==> src/rtl/lsu_ctrl_pkg.sv <==
// Shared types and helpers for the load/store unit.
// Holds funct3 codes, FSM states and byte/half lane accessors.
package lsu_ctrl_pkg;

    localparam int XLEN = 32;

    localparam logic [2:0] F3_B  = 3'b000;
    localparam logic [2:0] F3_H  = 3'b001;
    localparam logic [2:0] F3_W  = 3'b010;
    localparam logic [2:0] F3_BU = 3'b100;
    localparam logic [2:0] F3_HU = 3'b101;

    typedef enum logic [2:0] {
        IDLE,
        RD,
        WR,
        RESP,
        ERR
    } state_t;

    function automatic logic [7:0] get_byte(
        input logic [31:0] w,
        input logic [1:0]  sel
    );
        logic [7:0] r;
        r = w[7:0];
        case (sel)
            2'd0: r = w[7:0];
            2'd1: r = w[15:8];
            2'd2: r = w[23:16];
            2'd3: r = w[31:24];
            default: r = w[7:0];
        endcase
        return r;
    endfunction

    function automatic logic [31:0] put_byte(
        input logic [31:0] w,
        input logic [1:0]  sel,
        input logic [7:0]  b
    );
        logic [31:0] r;
        r = w;
        case (sel)
            2'd0: r[7:0]   = b;
            2'd1: r[15:8]  = b;
            2'd2: r[23:16] = b;
            2'd3: r[31:24] = b;
            default: r = w;
        endcase
        return r;
    endfunction

    function automatic logic [15:0] get_half(
        input logic [31:0] w,
        input logic        hi
    );
        return hi ? w[31:16] : w[15:0];
    endfunction

    function automatic logic [31:0] put_half(
        input logic [31:0] w,
        input logic        hi,
        input logic [15:0] h
    );
        return hi ? {h, w[15:0]} : {w[31:16], h};
    endfunction

endpackage

==> src/rtl/lsu_align.sv <==
// Combinational lane logic: load extract/extend, store merge,
// and alignment check for one access.
module lsu_align
    import lsu_ctrl_pkg::*;
(
    input  logic [XLEN-1:0] rdata,
    input  logic [15:0]     wdata,
    input  logic [1:0]      sel,
    input  logic [2:0]      funct3,
    output logic [XLEN-1:0] load_val,
    output logic [XLEN-1:0] merged,
    output logic            misalign
);

    logic [7:0]  b;
    logic [15:0] h;

    always_comb begin
        b        = get_byte(rdata, sel);
        h        = get_half(rdata, sel[1]);
        load_val = '0;
        merged   = rdata;
        misalign = 1'b0;
        case (funct3)
            F3_B: begin
                load_val = {{24{b[7]}}, b};
                merged   = put_byte(rdata, sel, wdata[7:0]);
            end
            F3_BU: begin
                load_val = {24'b0, b};
            end
            F3_H: begin
                load_val = {{16{h[15]}}, h};
                merged   = put_half(rdata, sel[1], wdata);
                misalign = sel[0];
            end
            F3_HU: begin
                load_val = {16'b0, h};
                misalign = sel[0];
            end
            F3_W: begin
                load_val = rdata;
                misalign = |sel;
            end
            default: begin
                load_val = '0;
            end
        endcase
    end

endmodule

==> src/rtl/lsu_ctrl.sv <==
// Load/store initiator: byte-addressed requests in, word-indexed
// dmem accesses out, with read-modify-write for sub-word stores.
module lsu_ctrl
    import lsu_ctrl_pkg::*;
#(
    parameter int n  = 32,
    parameter int AW = 10
) (
    input  logic         clk,
    input  logic         rst_n,
    input  logic         req_valid,
    output logic         req_ready,
    input  logic         req_we,
    input  logic [2:0]   req_funct3,
    input  logic [n-1:0] req_addr,
    input  logic [n-1:0] req_wdata,
    output logic         resp_valid,
    output logic [n-1:0] resp_rdata,
    output logic         resp_err,
    output logic [n-1:0] mem_addr,
    output logic         mem_we,
    output logic [n-1:0] mem_wdata,
    input  logic [n-1:0] mem_rdata
);

    state_t state;
    state_t state_nx;

    logic          we_q;
    logic [2:0]    f3_q;
    logic [AW+1:0] addr_q;
    logic [15:0]   wdata_q;

    logic          idle;
    logic          accept;
    logic [1:0]    a_sel;
    logic [2:0]    a_f3;
    logic [n-1:0]  load_val;
    logic [n-1:0]  merged;
    logic          misalign;
    logic          f3_ok;
    logic          range_ok;
    logic          req_bad;

    assign idle   = (state == IDLE);
    assign accept = req_valid & idle;

    // In IDLE the aligner judges the incoming request; later it
    // works on the latched copy.
    assign a_sel = idle ? req_addr[1:0] : addr_q[1:0];
    assign a_f3  = idle ? req_funct3 : f3_q;

    lsu_align u_align (
        .rdata    (mem_rdata),
        .wdata    (wdata_q),
        .sel      (a_sel),
        .funct3   (a_f3),
        .load_val (load_val),
        .merged   (merged),
        .misalign (misalign)
    );

    always_comb begin
        f3_ok = 1'b0;
        case (req_funct3)
            F3_B, F3_H, F3_W: f3_ok = 1'b1;
            F3_BU, F3_HU:     f3_ok = ~req_we;
            default:          f3_ok = 1'b0;
        endcase
    end

    assign range_ok = ~|req_addr[n-1:AW+2];
    assign req_bad  = ~f3_ok | misalign | ~range_ok;

    always_ff @(posedge clk or negedge rst_n) begin
        if (!rst_n) begin
            state <= IDLE;
        end else begin
            state <= state_nx;
        end
    end

    always_comb begin
        state_nx   = state;
        req_ready  = 1'b0;
        resp_valid = 1'b0;
        resp_err   = 1'b0;
        mem_we     = 1'b0;
        mem_addr   = '0;
        case (state)
            IDLE: begin
                req_ready = 1'b1;
                if (accept) begin
                    if (req_bad) begin
                        state_nx = ERR;
                    end else if (req_we && req_funct3 == F3_W) begin
                        state_nx = WR;
                    end else begin
                        state_nx = RD;
                    end
                end
            end
            RD: begin
                mem_addr = {{(n-AW){1'b0}}, addr_q[AW+1:2]};
                state_nx = we_q ? WR : RESP;
            end
            WR: begin
                mem_addr = {{(n-AW){1'b0}}, addr_q[AW+1:2]};
                mem_we   = 1'b1;
                state_nx = RESP;
            end
            RESP: begin
                resp_valid = 1'b1;
                state_nx   = IDLE;
            end
            ERR: begin
                resp_valid = 1'b1;
                resp_err   = 1'b1;
                state_nx   = IDLE;
            end
            default: begin
                state_nx = IDLE;
            end
        endcase
    end

    always_ff @(posedge clk or negedge rst_n) begin
        if (!rst_n) begin
            we_q       <= 1'b0;
            f3_q       <= '0;
            addr_q     <= '0;
            wdata_q    <= '0;
            resp_rdata <= '0;
            mem_wdata  <= '0;
        end else if (accept) begin
            we_q       <= req_we;
            f3_q       <= req_funct3;
            addr_q     <= req_addr[AW+1:0];
            wdata_q    <= req_wdata[15:0];
            resp_rdata <= '0;
            if (req_we) begin
                mem_wdata <= req_wdata;
            end
        end else if (state == RD) begin
            if (we_q) begin
                mem_wdata <= merged;
            end else begin
                resp_rdata <= load_val;
            end
        end
    end

endmodule

==> config.mk <==
export PLATFORM = sky130hd
export DESIGN_NAME = lsu_ctrl
export DESIGN_NICKNAME = d
export VERILOG_FILES = /design/src/rtl/lsu_ctrl_pkg.sv /design/src/rtl/lsu_align.sv /design/src/rtl/lsu_ctrl.sv
export SDC_FILE = /design/constraint.sdc
export NUM_CORES = 1
export LEC_CHECK = 0
export BUFFER_PORTS_ARGS = -buffer_cell sky130_fd_sc_hd__buf_2
export CAP_MARGIN = 20
export CORE_MARGIN = 10
export CORE_UTILIZATION = 50
export CTS_BUF_LIST = sky130_fd_sc_hd__clkbuf_2
export DETAILED_ROUTE_END_ITERATION = 16
export PLACE_DENSITY = 0.79
export SLEW_MARGIN = 20
export SYNTH_ARGS = -nofsm -noshare
export SYNTH_HDL_FRONTEND = slang
export SYNTH_SLANG_ARGS = --single-unit
==> constraint.sdc <==
create_clock -name clk -period 2.75 [get_ports clk]
set_clock_uncertainty 0.05 [all_clocks]
set_input_delay 0.1375 -clock clk [delete_from_list [all_inputs] [get_ports clk]]
set_output_delay 0.1375 -clock clk [all_outputs]
set_load 0.01 [all_outputs]
; ---- Yosys cells after proc, flatten, opt, wreduce, memory -nomap -nowiden
; Index checks and enable logic that the tools add are counted.
[word_totals]
ff_bits = 99
input_bits = 103
out_inout_bits = 100
elab_cells = 76
[op_classes]
n_eq_ne = 18
mux = 30
bitwise = 5
reduce_logical = 16
[op_table]
columns = operator, n
row1 = 32-bit 2-to-1 mux, 8
row2 = 32-bit one-hot mux with 5 select lines, 1
row3 = 32-bit one-hot mux with 2 select lines, 1
row4 = 8-bit 2-to-1 mux, 4
row5 = 8-bit one-hot mux with 4 select lines, 1
row6 = 20-bit OR reduction, 1
row7 = 16-bit 2-to-1 mux, 1
row8 = "3-bit equality test, second input constant", 5
row9 = "3-bit by 2-bit equality test with 1-bit output, second input constant", 4
row10 = 10-bit 2-to-1 mux, 1
row11 = 2-bit OR reduction, 5
row12 = "3-bit by 1-bit equality test with 1-bit output, second input constant", 3
row13 = 3-bit logical NOT, 3
row14 = 3-bit 2-to-1 mux, 3
row15 = 3-bit one-hot mux with 3 select lines, 1
row16 = 1-bit 2-to-1 mux, 5
row17 = "2-bit equality test, second input constant", 2
row18 = 2-bit 2-to-1 mux, 2
row19 = "2-bit by 1-bit inequality test with 1-bit output, second input constant", 2
row20 = 1-bit one-hot mux with 2 select lines, 2
row21 = 2-bit nonzero test, 2
row22 = 3-bit AND reduction, 1
row23 = 3-bit OR reduction, 1
row24 = "2-bit by 1-bit equality test with 1-bit output, second input constant", 1
row25 = other kinds (7), 9

; ---- Longest topological paths before layout
; Gate-level depths: netlist (run 1).
[depth]
word_depth = 10
depth_mapped = 10
mapped_depth_nobuf = 6

; ---- Modules after synthesis
; A second synthesis (run 1) with hierarchy kept.
[hier_totals]
cells_unflattened = 735
area_unflattened_um2 = 5959.5
[modules_own_cells]
columns = module, n_inst, cells_each, area_per_inst_um2, seq_area_each_um2
row1 = lsu_ctrl, 1, 515, 4451.8, 2477.4
row2 = lsu_align, 1, 220, 1507.7, 0.0

; ---- Worst setup path before layout (run 1)
; Ideal clock, no wire load.
[synth_timing]
path_kind = register to register
start = reg state[2]
end = reg mem_wdata[0]
setup_time_ns = 0.143
arrival_time_ns = 2.133
path_slack_ns = 0.424
stages_incl_launch_ff = 9
n_path_buf = 2
period_less_slack_ns = 2.326
path_cell_list = dfrtp_1 > buf_2 > or3_1 > buf_6 > inv_2 > mux2_4 > a211oi_4 > mux2i_1 > a21oi_1
[synth_between]
elab_chain_len = 8
elab_cells_between_ends = 18
[synth_lines]
columns = item, line_no
row1 = "start, declared", lsu_ctrl.sv:26  ; state_t state;
row2 = "start signal, assigned", lsu_ctrl.sv:79  ; state <= state_nx;
row3 = 3-bit logical NOT, lsu_ctrl.sv:45  ; assign idle = (state == IDLE);
row4 = 2-bit 2-to-1 mux, lsu_ctrl.sv:50  ; assign a_sel = idle ? req_addr[1:0] : addr_q[1:0];
row5 = 2-bit logical NOT, lsu_ctrl_pkg.sv:44  ; case (sel)
row6 = 8-bit 2-to-1 mux, lsu_ctrl_pkg.sv:44
row7 = 32-bit one-hot mux with 2 select lines, lsu_align.sv:24  ; case (funct3)
row8 = 32-bit 2-to-1 mux, lsu_ctrl.sv:145  ; if (we_q) begin
row9 = 32-bit 2-to-1 mux, lsu_ctrl.sv:144  ; end else if (state == RD) begin
row10 = 32-bit 2-to-1 mux, lsu_ctrl.sv:135  ; end else if (accept) begin
row11 = "end signal, assigned", lsu_ctrl.sv:142  ; mem_wdata <= req_wdata;
row12 = "end signal, assigned", lsu_ctrl.sv:146  ; mem_wdata <= merged;
row13 = "end, declared", lsu_ctrl.sv:22  ; output logic [n-1:0] mem_wdata,
; Parallel ways exist; a longest one is shown, timed or not. The select of a mux whose other input is x is not followed.
; A chain may end at the register's enable or synchronous reset.

; ---- Final worst setup path (run 1)
[layout_timing]
start = in req_addr[22]
end = reg state[0]
[layout_between]
elab_chain_len = 5
[layout_lines]
columns = item, line_no
row1 = "start, declared", lsu_ctrl.sv:15  ; input logic [n-1:0] req_addr,
row2 = 20-bit OR reduction, lsu_ctrl.sv:72  ; assign range_ok = ~|req_addr[n-1:AW+2];
row3 = 1-bit bitwise OR, lsu_ctrl.sv:73  ; assign req_bad = ~f3_ok | misalign | ~range_ok;
row4 = 3-bit 2-to-1 mux, lsu_ctrl.sv:94  ; if (req_bad) begin
row5 = 3-bit 2-to-1 mux, lsu_ctrl.sv:93  ; if (accept) begin
row6 = 3-bit one-hot mux with 3 select lines, lsu_ctrl.sv:90  ; case (state)
; Every way passes these cells. The select of a mux whose other input is x is not followed.

==> results of run 1 <==
-- critical path, delay by kind of cell --
| kind | cells | cell delay (ps) |
|---|---|---|
| buffers and inverters | 5 | 2450 |
| AO/OA/AOI/OAI | 1 | 140 |
| AND/OR/NAND/NOR | 3 | 430 |
-- path summary, 6_finish.rpt --
kind                            cells past startpoint                   endpoint                    from  slack [ps]
worst min register to register                      2     addr_q[10]$_DFFE_PN0P_  addr_q[10]$_DFFE_PN0P_         450
worst max-delay path                                9       state[0]$_DFFE_PN0P_            req_addr[22]          80
max in group asynchronous                           4      addr_q[2]$_DFFE_PN0P_                   rst_n        1770
worst min-delay path                                6       state[1]$_DFFE_PN0P_            req_addr[29]          90
min in group asynchronous                           4      addr_q[0]$_DFFE_PN0P_                   rst_n         520
worst max register to register                      6  mem_wdata[17]$_DFFE_PN0P_    state[1]$_DFFE_PN0P_         140
-- registers in the layout (all words and copies together), names as in the netlist --
register    cells
wdata_q        16
addr_q         12
we_q            1
state           3
resp_rdata     32
f3_q            3
mem_wdata      32
-- synthesized netlist by cell type (all sizes together) (9+ instances only) --
cell and instances:
nand2 122, dfrtp 99, a21oi 54, o21ai 45, buf 34, clkbuf 34
or3 26, and2 21, mux2i 21, a221oi 17, a22oi 17, a31oi 17
a222oi 16, mux2 13, nor2 11, a211oi 10, and3 9
-- stage by stage --
stage          setup slack (ps)  util, %  area [sq um]
3_3_place_gp                183     60.6          6660
4_1_cts                    78.0     69.7          7660
6_report                   75.6     69.9          7670
5_1_grt                    22.9     69.9          7670
2_1_floorplan               424        -          5740
3_5_place_dp                158     60.6          6660
-- kinds of logic (layout without fill, tap and decap cells) --
group | Yosys count | count (layout) | share of synthesized area [%]
simple gates | 227 | 227 | 19.0
mux | 34 | 34 | 6.43
other cells | 1 | 25 | 0.0662
buf+inv | 71 | 310 | 6.65
flops | 99 | 99 | 43.8
compound gates | 203 | 203 | 24.1
-- power by group through the flow --
| stage | clock network, mW | registers [mW] | logic (mW) |
|---|---|---|---|
| after floorplan | 0 | 1.78 | 0.467 |
| after global placement | 0 | 1.78 | 0.855 |
| after detailed placement | 0 | 1.78 | 0.878 |
| after CTS | 0.733 | 1.76 | 0.978 |
| after global routing | 0.793 | 1.78 | 1.09 |
| final | 0.728 | 1.77 | 0.996 |
-- final cells by class --
cell class / count / share of cell area, %
inverters: 3 / 0.147
well taps: 140 / 2.28
repair buffers: 291 / 26.0
flip-flops and latches: 99 / 32.3
multi-input cells: 486 / 37.8
clock buffers: 12 / 0.783
diodes: 3 / 0.0978
clock inverters: 4 / 0.652
-- repair_timing --
action,CTS,global route
gates resized for setup,0,1
endpoints found under the setup margin,0,1
hold buffers,88,0
hold endpoints to repair,198,0
-- routing by layer --
layer | GRT usage, % | up-vias | part of all wire (%)
met5 | 0 | - | 0
met2 | 41.8 | 445 | 47
li1 | - | 2807 | -
met4 | 10.4 | 0 | 2.6
met1 | 33.1 | 3012 | 38
met3 | 8.70 | 54 | 12
==> results.txt, run 1 <==
----------------------------------------------------
[Die]
  Initial cell density of the core ... 51.5%
  Cell row count ... 38
  Height of the die ... 126 um
  Die outline width ... 126 um
  Die area ... 0.0160 sq mm
  Floorplan core area ... 0.0110 sq mm
  # IOs ... 203

[Finish]
  Commonest non-fill, non-tap cells in the layout ... sky130_fd_sc_hd__buf_2 (179), sky130_fd_sc_hd__nand2_1 (122), sky130_fd_sc_hd__dfrtp_1 (99)
  Layout Cells excl Fill ... 1038
  Most frequent standard cell in the layout excluding fill and tap cells ... sky130_fd_sc_hd__buf_2
  Share of final-layout standard cells stronger than drive strength 1 ... 27.2%
  Reg area ... 0.00248 sq mm
  Multi-input logic area ... 0.00290 sq mm
  Number of nets in the finished design ... 993
  Layout Area Growth over Synthesis ... 35.5%
  Filler cell count in the final layout ... 831

[STA]
  Setup_tns ... 0 ps
  Max-slew headroom at the worst pin ... 38.7%
  Time the worst path needs with I/O delays and setup ... 2670 ps
  Peak clock frequency supported by timing ... 374 MHz
  Transition time of the tightest slew-check pin ... 919 ps
  Slew Viols, Final ... 0
  Number of hold violations in the final report ... 0
  Hold WS ... 90.4 ps
  Finish-stage setup viols ... 0
  Final Cycle Share ... 97.2%
  Unrepaired setup endpoints after global routing ... no

[Synthesis]
  Async set-or-reset flop fraction in the synthesized netlist ... 100%
  EDFF count, synth ... 0
  Top cells by area in the synthesized netlist ... sky130_fd_sc_hd__dfrtp_1 (44%), sky130_fd_sc_hd__nand2_1 (8.1%), sky130_fd_sc_hd__a21oi_1 (4.8%), sky130_fd_sc_hd__o21ai_0 (3.9%), sky130_fd_sc_hd__mux2i_1 (3.7%)
  Flip-flop and latch count after synthesis ... 99
  Leading register cell type out of synthesis ... sky130_fd_sc_hd__dfrtp_1
  Share of the synthesized area in the top cell type ... 43.8%
  Average instance area after synthesis ... 8.92 sq um
  Summed instance area of the synthesized netlist ... 0.00566 sq mm
  Warnings, synthesis ... 0
  Top cell type by total area after synthesis ... sky130_fd_sc_hd__dfrtp_1
  Number of instances in the synthesized netlist ... 635
  Sequential element share of the synthesized area ... 43.8%
  Number of different library cells in the post-synthesis netlist ... 51

[Setup path]
  Critical Path Fanout Max ... 2
  Worst path most repeated cell ... sky130_fd_sc_hd__dlygate4sd3_1
  Critical Path Sink Type ... register
  Worst Path Arrival ... 3160 ps
  Cells along the critical path ... dlygate4sd3_1 -> buf_2 -> nor4_1 -> dlygate4sd3_1 -> nand4_1 -> dlygate4sd3_1 -> nor2_1 -> dlygate4sd3_1 -> a31o_2
  Startpoint class of the critical path ... primary input
  Critical path's largest stage delay ... 610 ps
  Cell at the slowest stage of the critical path ... sky130_fd_sc_hd__dlygate4sd3_1
  Worst Setup Path Type ... in -> reg
  Worst EP required ... 3230 ps

[Clock tree]
  CTS H-tree lvls ... 3
  Buffer type at the clock tree root ... sky130_fd_sc_hd__clkbuf_2
  CTS clk-pin slew, worst paths ... 280 ps
  TritonCTS clock tree ... done
  Buffers from clock root to sink, at most ... 2
  Clock latency on the worst-skew pair ... 580 ps
  Sinks on Clock Net ... 99
  Post-CTS setup buffer count ... 0
  TritonCTS Buffers ... 9

[Global routing]
  Antenna violations before repair ... 3
  Leftover overflow at the end of global routing ... 0
  Global-route usage over all layers ... 26.6%
  Number of global-route vias before repair ... 6401
  First-pass GRT wire length ... 34.9 mm
  Pin count of the biggest net entering global routing ... 62

[Power and ir drop]
  Sequential share of power ... 50.6%
  Internal Power ... 2.27 mW
  Combinational share of power ... 28.5%
  Power consumption ... 3.49 mW
  Clock group share of total power ... 20.9%
  Worst supply voltage drop on vdd ... 0.295 mV
  Pwr per Cell Area ... 455 mW/mm^2
  Leakage power ... 3.65 nW
  Net switching power ... 1.22 mW
  Sw Ratio ... 35.0%

[Routing]
  Total number of vias ... 6318
  Post-DRT Antenna Nets ... 0
  Number of DRC markers after the initial detailed-route iteration ... 731
  First-pass DRT Iterations ... 7
  Final routed DRC violation total ... 0
  Total Wirelength ... 22.1 mm
  Avg WL per Cell ... 21.3 um
  Detailed-route vias per instance ... 6.09

[Hold path]
  Worst min-delay path category ... in -> reg

[Flow run]
  Max cap viols ... 0

[Place]
  Detailed Place HPWL ... 15.5 mm
  Buffers added on ports ... 180
  Dpl cells ... 931
  Routability cong. ... 0.920

[Status]
  Result of the run ... complete, no violations

----------------------------------------------------
Power figures use the tool's default switching activity.
==> run 2: changes to the inputs <==
==> constraint.sdc (replaced) <==
create_clock -name clk -period 2.6 [get_ports clk]
set_clock_uncertainty 0.05 [all_clocks]
set_input_delay 0.13 -clock clk [delete_from_list [all_inputs] [get_ports clk]]
set_output_delay 0.13 -clock clk [all_outputs]
set_load 0.01 [all_outputs]
==> results.txt, run 2 (same netlist as run 1, synthesis figures left out) <==
----------------------------------------------------
[Global routing]
  GR Util met3 ... 8.50%
  Leftover overflow at the end of global routing ... 0
  Met2 Use GR ... 40.5%
  Number of global-route vias before repair ... 6324
  Global Route met1 Usage ... 32.9%
  Antenna violations before repair ... 2
  First-pass GRT wire length ... 34.1 mm
  Most crowded layer after global routing ... met2
  Global-route usage over all layers ... 25.8%
  Pin count of the biggest net entering global routing ... 51

[Setup path]
  Slack of the worst reg-to-reg path ... 60 ps
  Number of cells traversed by the worst register-to-register path ... 9
  Critical Path Fanout Max ... 16
  Startpoint of the worst-slack reg-to-reg timing path ... state[0]$_DFFE_PN0P_
  Critical Path Sink Type ... register
  Worst Path Arrival ... 3000 ps
  Worst EP required ... 3060 ps
  Startpoint class of the critical path ... register
  Worst Setup Path Type ... reg -> reg
  Worst flop-to-flop path endpoint ... resp_rdata[7]$_DFFE_PN0P_

[Clock tree]
  Buffers from clock root to sink, at most ... 2
  Sinks on Clock Net ... 99
  TritonCTS Buffers ... 9
  TritonCTS clock tree ... done
  Buffer type at the clock tree root ... sky130_fd_sc_hd__clkbuf_2
  Clock latency on the worst-skew pair ... 580 ps
  CTS clk-pin slew, worst paths ... 280 ps
  CTS H-tree lvls ... 3

[Die]
  Height of the die ... 126 um
  Die area ... 0.0160 sq mm
  Initial cell density of the core ... 51.5%
  Floorplan core area ... 0.0110 sq mm
  # IOs ... 203
  Die outline width ... 126 um
  Cell row count ... 38

[Power and ir drop]
  Combinational share of power ... 28.6%
  Leakage power ... 3.66 nW
  Power consumption ... 3.65 mW
  Worst supply voltage drop on vdd ... 0.342 mV
  Pwr per Cell Area ... 471 mW/mm^2
  Sw Ratio ... 35.1%
  Clock group share of total power ... 20.2%
  Sequential share of power ... 51.3%
  Net switching power ... 1.28 mW
  Internal Power ... 2.37 mW

[Routing]
  Avg WL per Cell ... 20.9 um
  Total number of vias ... 6331
  Number of DRC markers after the initial detailed-route iteration ... 836
  First-pass DRT Iterations ... 11
  Post-DRT Antenna Nets ... 0
  Final routed DRC violation total ... 0
  Detailed-route vias per instance ... 6.05
  Total Wirelength ... 21.9 mm

[Finish]
  Reg area ... 0.00248 sq mm
  Number of nets in the finished design ... 1004
  Area of all placed cells without fillers ... 0.00776 sq mm
  Fin util ... 70.7%
  Filler cell count in the final layout ... 848
  Commonest non-fill, non-tap cells in the layout ... sky130_fd_sc_hd__buf_2 (179), sky130_fd_sc_hd__nand2_1 (122), sky130_fd_sc_hd__dfrtp_1 (99)
  Layout Area Growth over Synthesis ... 37.1%
  Multi-input logic area ... 0.00291 sq mm
  Share of final-layout standard cells stronger than drive strength 1 ... 26.8%
  Most frequent standard cell in the layout excluding fill and tap cells ... sky130_fd_sc_hd__buf_2
  Biggest registers after layout ... mem_wdata x32, resp_rdata x32, wdata_q x16

[Place]
  Post-Place Cell Area ... 0.00667 sq mm
  Detailed Place HPWL ... 15.1 mm
  Buffers added on ports ... 180
  Routability cong. ... 0.951

[Hold path]
  Worst min-delay path category ... in -> async

[STA]
  Unrepaired setup endpoints after global routing ... yes
  Final Cycle Share ... 97.5%
  Peak clock frequency supported by timing ... 394 MHz
  Time the worst path needs with I/O delays and setup ... 2540 ps
  Finish-stage setup viols ... 0
  Transition time of the tightest slew-check pin ... 877 ps
  Slew Viols, Final ... 0
  Setup_tns ... 0 ps
  Number of hold violations in the final report ... 0
  Max-slew headroom at the worst pin ... 41.5%

[Flow run]
  Max cap viols ... 0

[Status]
  Result of the run ... complete, no violations

----------------------------------------------------
## run 2: cell count changes in the layout (fill, tap and decap cells not counted), sizes merged
cell | previous run | this run
clkinvlp | 1 | 0
diode | 3 | 2
dlygate4sd3 | 87 | 97
clkbuf | 12 | 9
clkinv | 1 | 3
buf | 204 | 205
## run 2: routing by layer
layer	vias up	share of wire, %
met5	-	0
met4	0	2.4
met3	49	13
met2	433	47
met1	3019	38
li1	2830	-
## run 2: power by group through the flow
stage | registers, mW | logic [mW] | clock network [mW]
after global placement | 1.89 | 0.903 | 0
after CTS | 1.86 | 1.02 | 0.741
after floorplan | 1.88 | 0.494 | 0
after detailed placement | 1.88 | 0.925 | 0
after global routing | 1.89 | 1.14 | 0.790
final | 1.87 | 1.04 | 0.736
## run 2: worst max path at each step
stage                    startpoint  depth (start not counted)  slack (ps)                         to
6_report       state[0]$_DFFE_PN0P_                          9          60  resp_rdata[7]$_DFFE_PN0P_
5_1_grt         f3_q[2]$_DFFE_PN0P_                          7         -40  resp_rdata[7]$_DFFE_PN0P_
4_1_cts        state[0]$_DFFE_PN0P_                          8          20  resp_rdata[7]$_DFFE_PN0P_
3_5_place_dp   state[1]$_DFFE_PN0P_                          6         170  mem_wdata[16]$_DFFE_PN0P_
3_3_place_gp   state[1]$_DFFE_PN0P_                          6         240  mem_wdata[16]$_DFFE_PN0P_
2_1_floorplan  state[2]$_DFFE_PN0P_                          8         270   mem_wdata[0]$_DFFE_PN0P_
## run 2: critical path, stage by stage (launching register included)
cell                            delay [ps]
sky130_fd_sc_hd__dfrtp_1               440
sky130_fd_sc_hd__or3_1                 390
sky130_fd_sc_hd__inv_2                 190
sky130_fd_sc_hd__buf_4                 180
sky130_fd_sc_hd__nand3_1                80
sky130_fd_sc_hd__a21oi_1               130
sky130_fd_sc_hd__buf_4                 250
sky130_fd_sc_hd__a222oi_1               90
sky130_fd_sc_hd__dlygate4sd3_1         570
sky130_fd_sc_hd__o21ai_0               100
## run 2: timing repair
action,4_1_cts,5_1_grt
endpoints found under the setup margin,0,21
endpoints found under the hold margin,160,2
hold buffers,95,3
gates resized for setup,0,3
setup buffers,0,0
## run 2: final cells by class
type / instances / area share [%]
well taps: 140 / 2.26
flip-flops and latches: 99 / 31.9
multi-input cells: 486 / 37.4
repair buffers: 302 / 26.9
clock buffers: 9 / 0.580
inverters: 3 / 0.145
diodes: 2 / 0.0645
clock inverters: 5 / 0.709
## run 2: stage by stage
| step | hold slack [ps] | cells | setup slack, ps |
|---|---|---|---|
| 4_1_cts | 37.1 | 1042 | 20.5 |
| 6_report | 40.5 | 1046 | 64.2 |
| 2_1_floorplan | -216 | 656 | 274 |
| 3_3_place_gp | 159 | 933 | 239 |
| 3_5_place_dp | 169 | 933 | 169 |
| 5_1_grt | 51.2 | 1046 | -41.7 |
